===== config.mk =====
export PLATFORM = sky130hd
export DESIGN_NAME = krake_intercon
export DESIGN_NICKNAME = d
export VERILOG_FILES = /design/src/rtl/krake_intercon.sv
export SDC_FILE = /design/constraint.sdc
export NUM_CORES = 1
export LEC_CHECK = 0
export CAP_MARGIN = 5
export CORE_MARGIN = 1.5
export CORE_UTILIZATION = 40
export DETAILED_ROUTE_END_ITERATION = 10
export HOLD_SLACK_MARGIN = 0.15
export PLACE_DENSITY = 0.81
export SYNTH_ARGS = -nofsm -noshare
export SYNTH_HDL_FRONTEND = slang
export SYNTH_SLANG_ARGS = --single-unit

===== constraint.sdc =====
create_clock -name clk_i -period 5.1 [get_ports clk_i]
set_clock_uncertainty 0.15 [all_clocks]
set_input_delay 1.02 -clock clk_i [delete_from_list [all_inputs] [get_ports clk_i]]
set_output_delay 1.02 -clock clk_i [all_outputs]
set_load 0.02 [all_outputs]

===== src/rtl/krake_intercon.sv =====
// rtl/krake_intercon.sv - single-master to NUM_SLAVES strobe/ack bus intercon with error tracking
//
// Optional feature: define INTERCON_TIMEOUT_EN to add an ack-wait timeout of TIMEOUT cycles.
//
// Ports:
//   clk_i, rst_i           clock (rising edge), asynchronous active-low reset
//   m_stb_i/m_we_i         master strobe (held until ack/err) and write enable
//   m_adr_i/m_dat_i        master address (top 4 bits select slave) and write data
//   m_dat_o                registered read data, updated only on a read ack
//   m_ack_o/m_err_o        one-cycle completion / bus-error pulses
//   s_stb_o                per-slave strobe, one-hot or zero
//   s_we_o/s_adr_o/s_dat_o registered broadcast of the latched master cycle
//   s_ack_i/s_dat_i        per-slave acks and packed read data (slave k at [k*DAT_W +: DAT_W])
//   err_adr_o/err_cnt_o    address of the last errored cycle, saturating error count

module krake_intercon #(
    parameter int NUM_SLAVES = 12,
    parameter int DAT_W      = 8,
    parameter int ADR_W      = 8,
    parameter int TIMEOUT    = 15
) (
    input  logic                        clk_i,
    input  logic                        rst_i,
    input  logic                        m_stb_i,
    input  logic                        m_we_i,
    input  logic [ADR_W-1:0]            m_adr_i,
    input  logic [DAT_W-1:0]            m_dat_i,
    output logic [DAT_W-1:0]            m_dat_o,
    output logic                        m_ack_o,
    output logic                        m_err_o,
    output logic [NUM_SLAVES-1:0]       s_stb_o,
    output logic                        s_we_o,
    output logic [ADR_W-5:0]            s_adr_o,
    output logic [DAT_W-1:0]            s_dat_o,
    input  logic [NUM_SLAVES-1:0]       s_ack_i,
    input  logic [NUM_SLAVES*DAT_W-1:0] s_dat_i,
    output logic [ADR_W-1:0]            err_adr_o,
    output logic [7:0]                  err_cnt_o
);

    localparam logic [1:0] ST_IDLE = 2'd0;
    localparam logic [1:0] ST_WAIT = 2'd1;
    localparam logic [1:0] ST_DONE = 2'd2;

    localparam logic [4:0]            NS5     = 5'(NUM_SLAVES);
    localparam logic [NUM_SLAVES-1:0] STB_ONE = NUM_SLAVES'(1);

    if (NUM_SLAVES < 1 || NUM_SLAVES > 16 || TIMEOUT < 1 || TIMEOUT > 255 || ADR_W < 5)
    begin : g_bad_params
        $error("krake_intercon: parameter out of range");
    end

    logic [1:0]       state;
    logic [3:0]       sel;
    logic [3:0]       req_sel;
    logic             req_mapped;
    logic             sel_ack;
    logic [DAT_W-1:0] sel_dat;
    logic [7:0]       err_cnt_inc;
    logic             wait_expired;

    assign req_sel     = m_adr_i[ADR_W-1 -: 4];
    assign req_mapped  = ({1'b0, req_sel} < NS5);
    assign err_cnt_inc = (err_cnt_o == 8'hFF) ? err_cnt_o : err_cnt_o + 8'd1;

    // Only the latched slave's ack and data are visible; stray acks never match.
    always_comb begin
        sel_ack = 1'b0;
        sel_dat = '0;
        for (int k = 0; k < NUM_SLAVES; k++) begin
            if (sel == 4'(k)) begin
                sel_ack = s_ack_i[k];
                sel_dat = s_dat_i[k*DAT_W +: DAT_W];
            end
        end
    end

`ifdef INTERCON_TIMEOUT_EN
    logic [7:0] wait_cnt;

    // Cleared whenever outside WAIT, so it starts from zero on every WAIT entry.
    always_ff @(posedge clk_i or negedge rst_i) begin
        if (!rst_i) begin
            wait_cnt <= 8'd0;
        end else if (state != ST_WAIT) begin
            wait_cnt <= 8'd0;
        end else begin
            wait_cnt <= wait_cnt + 8'd1;
        end
    end

    // Expiry fires on the edge where the count would reach TIMEOUT.
    assign wait_expired = (wait_cnt == 8'(TIMEOUT - 1));
`else
    assign wait_expired = 1'b0;
`endif

    always_ff @(posedge clk_i or negedge rst_i) begin
        if (!rst_i) begin
            state     <= ST_IDLE;
            sel       <= 4'd0;
            s_stb_o   <= '0;
            s_we_o    <= 1'b0;
            s_adr_o   <= '0;
            s_dat_o   <= '0;
            m_ack_o   <= 1'b0;
            m_err_o   <= 1'b0;
            m_dat_o   <= '0;
            err_adr_o <= '0;
            err_cnt_o <= 8'd0;
        end else begin
            m_ack_o <= 1'b0;
            m_err_o <= 1'b0;
            case (state)
                ST_IDLE: begin
                    if (m_stb_i) begin
                        sel     <= req_sel;
                        s_we_o  <= m_we_i;
                        s_adr_o <= m_adr_i[ADR_W-5:0];
                        s_dat_o <= m_dat_i;
                        if (req_mapped) begin
                            s_stb_o <= STB_ONE << req_sel;
                            state   <= ST_WAIT;
                        end else begin
                            m_err_o   <= 1'b1;
                            err_adr_o <= m_adr_i;
                            err_cnt_o <= err_cnt_inc;
                            state     <= ST_DONE;
                        end
                    end
                end
                ST_WAIT: begin
                    // Abort beats ack, ack beats a simultaneous timeout.
                    if (!m_stb_i) begin
                        s_stb_o <= '0;
                        state   <= ST_IDLE;
                    end else if (sel_ack) begin
                        m_ack_o <= 1'b1;
                        if (!s_we_o) begin
                            m_dat_o <= sel_dat;
                        end
                        s_stb_o <= '0;
                        state   <= ST_DONE;
                    end else if (wait_expired) begin
                        s_stb_o   <= '0;
                        m_err_o   <= 1'b1;
                        err_adr_o <= {sel, s_adr_o};
                        err_cnt_o <= err_cnt_inc;
                        state     <= ST_DONE;
                    end
                end
                ST_DONE: begin
                    // Held strobe belongs to the finished cycle; wait for its release.
                    if (!m_stb_i) begin
                        state <= ST_IDLE;
                    end
                end
                default: state <= ST_IDLE;
            endcase
        end
    end

endmodule


Word-level counts from Yosys, hierarchy flattened:

Cells that the tools add are included.

* logic and storage cells: 85
* flip-flop bits (word level): 57
* output and inout bits: 51
* input bits: 128

* bitwise logic cells: 3
* add/sub/neg operators: 1
* order comparisons: 1
* shift operators: 1
* muxes and demuxes: 41
* equality and inequality tests: 18
* reductions and logical operators: 9

Operators with widths (count)
* 8-bit two-way mux: 12
* 12-bit two-way mux: 4
* 12-bit case mux with 2 select lines: 1
* 1-bit two-way mux: 18
* 4-bit by 3-bit equality test with 1-bit output (second input constant): 4
* 4-bit equality test (second input constant): 4
* 4-bit AND reduction: 3
* 1-bit by 4-bit left shift with 12-bit output (first input constant): 1
* 2-bit two-way mux: 5
* 8-bit by 1-bit adder with 8-bit output (second input constant): 1
* 4-bit by 2-bit equality test with 1-bit output (second input constant): 2
* 8-bit equality test (second input constant): 1
* 2-bit != test (second input constant): 3
* 2-bit case mux with 3 select lines: 1
* 3-bit AND reduction: 2
* 4-bit by 1-bit equality test with 1-bit output (second input constant): 1
* 4-bit logical NOT: 1
* 4-bit < comparator (second input constant): 1
* 3-bit != test (second input constant): 1
* 1-bit inverter: 3
* 2-bit by 1-bit equality test with 1-bit output (second input constant): 1
* 2-bit equality test (second input constant): 1
* 2-bit logical NOT: 1
* 2-bit AND reduction: 1
* 2-bit nonzero test: 1

Depth between registers and ports, before layout:

* depth after elaboration: 16
* gate-level depth with buffers: 10
* gate-level depth less buffers: 7

Least setup slack after synthesis:

No wires, ideal clock.

* path type: input to register
* start point: input port m_adr_i[7]
* end point: register err_cnt_o[5]
* arrival time: 2218 ps
* data required time: 4820 ps
* library setup time: 130 ps
* cell stages on the path: 6
* buffers on the path: 0
* setup slack: 2602 ps
* path through: nand2_2 nor3_4 o31a_4 nand3_2 or3_1 xnor2_1

* word-level cells in the longest chain between the ends: 3

Ends and longest elaborated chain
* start, declared: RTL line 26 `input logic [ADR_W-1:0] m_adr_i,`
* 4-bit < comparator: RTL line 63 `assign req_mapped = ({1'b0, req_sel} < NS5);`
* 1-bit inverter (no line)
* 4-bit AND reduction (no line)
* end signal, assigned: RTL line 127 `err_cnt_o <= err_cnt_inc;`
* end signal, assigned: RTL line 148 `err_cnt_o <= err_cnt_inc;`
* end, declared: RTL line 38 `output logic [7:0] err_cnt_o`

No other way between the ends.
A chain may end at the register's enable or synchronous reset.

Worst setup path after layout:

* start point: register sel[2]
* end point: register m_dat_o[7]

* word-level cells in the longest chain between the ends: 14
* elaborated cells on any way between the ends: 37
* classes of those cells: eq/ne (11); mux (24); reduce/logical (2)

Ends and longest elaborated chain
* start, declared: RTL line 54 `logic [3:0] sel;`
* start signal, assigned: RTL line 117 `sel <= req_sel;`
* 4-bit logical NOT: RTL line 71 `if (sel == 4'(k)) begin`
* 1-bit two-way mux (12 in series): RTL line 71
* 4-bit AND reduction (no line)
* end signal, assigned: RTL line 140 `m_dat_o <= sel_dat;`
* end, declared: RTL line 28 `output logic [DAT_W-1:0] m_dat_o,`

Several ways; a longest one is shown, not always the timed one.

==> impl_results.md <==
* Height of the die at 96.2 um
* Total negative slack at 0 ns
* Worst Hold Slack at 0.320 ns
* TritonCTS buffer count at 9
* Clock latency at the later pin of the worst-skew pair at 0.32 ns
* Post-DRT Antenna Nets at 0
* Core area at 0.00830 mm2
* Clock buffer depth at 2
* Die X-Extent at 96.2 um
* Largest family of logic cells by synthesized area: compound AO/OA/AOI/OAI gates
* Total GRT Usage at 24.7%
* Final net count at 656
* Share of layout cells above drive strength 1 at 12.8%
* Max-cap violations at 0
* CTS root buf: clkbuf_8
* Predominant post-synthesis flop cell: dfrtp_1
* Fin crit period at 3.10 ns
* CP Class: register to register
* Post-CTS Setup Repair Bufs at 0
* # rows at 33
* CTS Hold Bufs at 0
* CTS sink count at 57
* P&R area growth vs syn at 56.3%
* Post-CTS resize count at 0
* Final hold viol count at 0
* Maximum VDD drop at 0.000342 V
* Fill count at 686
* Clock-pin transition on the worst setup and hold timing paths at 0.07 ns
* Adder-Cell Fraction of Synth Area at 0.360%
* Die footprint at 0.00925 mm2
* Worst Path Arrival at 3.21 ns
* DR vias/cell at 5.48
* Startpoint types: register
* CTS tree: built
* Sequential area share after synthesis at 41.1%
* Pwr dens at 504 mW/mm2
* Worst-Margin Slew at 1.00 ns
* Synth Instances at 357
* Max frequency at 323 MHz
* Post-route insts no fill at 637
* Post-Syn Area at 0.00347 mm2
* Ys async rst share at 100%
* H-Tree Depth at 3
* ANT cells at 0
* Port Buf Inserts at 178
* Avg Inst Size Synth at 9.73 um2
* Min-delay worst type: register to register
* Initial Util at 41.9%
* Placed Instances at 621
* Per-cell routed wire length at 17.7 um
* Detailed placer's ending HPWL at 8.61 mm
* Global-route wire length before repair at 17.2 mm
* CP Cell Sequence: nand2b_1, o21ai_0, a21oi_1, o32ai_4, nand4b_4, a211oi_1, a21o_1
* Required time worst endpoint at 5.22 ns
* Syn_nets at 486
* Via count at 3491
* Most common cell after layout, fill and taps aside: clkdlybuf4s50_1
* Capturing element type of the critical path: register
* Final WL at 11.3 mm
* Peak fanout along the critical path at 28
* Cell variety after synth at 62
* Largest net degree at the start of global routing at 58
* Xor and xnor area share after synthesis at 1.77%
* Outcome: finished, final reports clean
* RSZ-0062 raised after global routing: no
* Critical Path Max Stage Delay at 1.00 ns
* Total congestion overflow at 0
* Mux share of post-synthesis cell area at 13.2%
* Crit share post-route at 60.7%
* Antenna violations before repair at 0
* First-pass iteration count of the detailed router at 4
* Synth warn at 0
* Max Slew Vio Count at 0
* Io pins at 179
* Commonest non-fill, non-tap cells in the layout: clkdlybuf4s50_1, dfrtp_1, nand2_1, o21ai_0, nor2_1
* Register bit total from synthesis at 57
* P_leak at 0.00217 uW
* Slowest CP cell: dfrtp_1
* Post-synth EDFFs at 0
* Iteration-0 DRC count of the detailed router at 130
* DRC violation count after routing at 0
* Final Wtd Congestion at 0.856
* Simple-gate share of the synthesized area at 16.8%
* Slew HR at 33.2%
* Compound-Gate Fraction of Synth Area at 21.3%
* Finish-stage setup viols at 0
* Vias in the first global route at 3578
[layout make-up]
cell class / count / area [um2] / share of cell area [%]
clock inverters: 5 / 31.3 / 0.576
well taps: 105 / 131 / 2.42
clock buffers: 11 / 141 / 2.60
flip-flops and latches: 57 / 1430 / 26.3
multi-input cells: 267 / 1860 / 34.2
inverters: 11 / 41.3 / 0.760
repair buffers: 181 / 1800 / 33.1
[Yosys cell counts (2+ instances only)]
cell type  count  area share (%)
o21ai_1        8             1.2
o211ai_1       3            0.65
clkbuf_1       6            0.65
nor3_1         4            0.58
nand4b_1       3            0.76
nand2b_1       8             1.4
nand2_1       40             4.3
nor2_1        28             3.0
xnor2_1        4             1.0
dfrtp_1       57              41
nand3b_1       4            0.86
o221ai_1       3            0.76
inv_2          2            0.22
a31oi_1        2            0.36
inv_1          9            0.97
a211oi_1       5             1.1
a32o_1         4             1.2
buf_6          2            0.65
o22ai_1        8             1.4
nand3_1        2            0.29
a221oi_1       2            0.50
buf_4          8             1.7
o21ai_0       28             4.0
mux2i_1       11             3.2
a22oi_1        2            0.43
mux2_2        23             7.5
a21oi_1       24             3.5
a2111oi_0      3            0.76
nor2b_1        6             1.1
or2_2          2            0.36
xor2_1         3            0.76
a21o_1         5             1.1
buf_2          5            0.72
mux4_2         4             2.6
nor4_1         2            0.36
[per-layer routing]
metal  up-vias  track usage [%]  share of wire (%)
li1       1642                -                  -
met1      1650             25.8                 36
met2       179             42.9                 49
met3        20             10.7                 13
met4         0             10.7                2.2
met5         -                0                  0
[kinds of logic (layout without fill, tap and decap cells)]
logic type / after synthesis / count (layout)
and+or+nand+nor: 111 / 111
AOI/OAI and AO/OA: 110 / 110
DFF: 57 / 57
muxes: 38 / 38
buffers and inverters: 33 / 208
xor gates and xnor gates: 7 / 7
adders and majority gates: 1 / 1
[path summary, 6_finish.rpt]
| check | startpoint | end | slack (ns) | cells after the start |
|---|---|---|---|---|
| min | err_adr_o[6] | err_adr_o[6] | 0.32 | 1 |
| min in group asynchronous | rst_i | s_stb_o[10] | 0.67 | 2 |
| max in group asynchronous | rst_i | sel[0] | 3.61 | 2 |
| max | sel[2] | m_dat_o[7] | 2.00 | 7 |
| max reg2reg | sel[2] | m_dat_o[7] | 2.00 | 7 |
| min reg2reg | err_adr_o[6] | err_adr_o[6] | 0.32 | 1 |
[power by group]
group / switching [uW] / internal (uW) / total [uW]
Combinational: 830 / 736 / 1570
Clock: 175 / 188 / 363
Sequential: 199 / 609 / 808
Total: 1200 / 1530 / 2740
[per-stage QoR]
stage          area (um2)  setup WS (ns)  utilization, %  total power, uW
4_1_cts              5430           2.05            65.4             2750
2_1_floorplan        3470           2.60               -             1800
3_3_place_gp         5260           1.87            63.3             2350
6_report             5430           2.00            65.4             2740
3_5_place_dp         5260           1.84            63.3             2380
5_1_grt              5430           1.75            65.4             2930
[registers in the layout, indices dropped and copies added, names as in the netlist]
register / cells
s_stb_o: 12
err_adr_o: 8
err_cnt_o: 8
m_dat_o: 8
s_dat_o: 8
s_adr_o: 4
sel: 4
state: 2
m_ack_o: 1
m_err_o: 1
s_we_o: 1
[worst max-delay path, delay by kind of cell (launching register included)]
kind	cells	cell delay, ns
AOI/OAI and AO/OA	5	1.06
DFF	1	1.00
and+or+nand+nor	2	0.83
No activity file was read; power rests on OpenSTA's default activity.
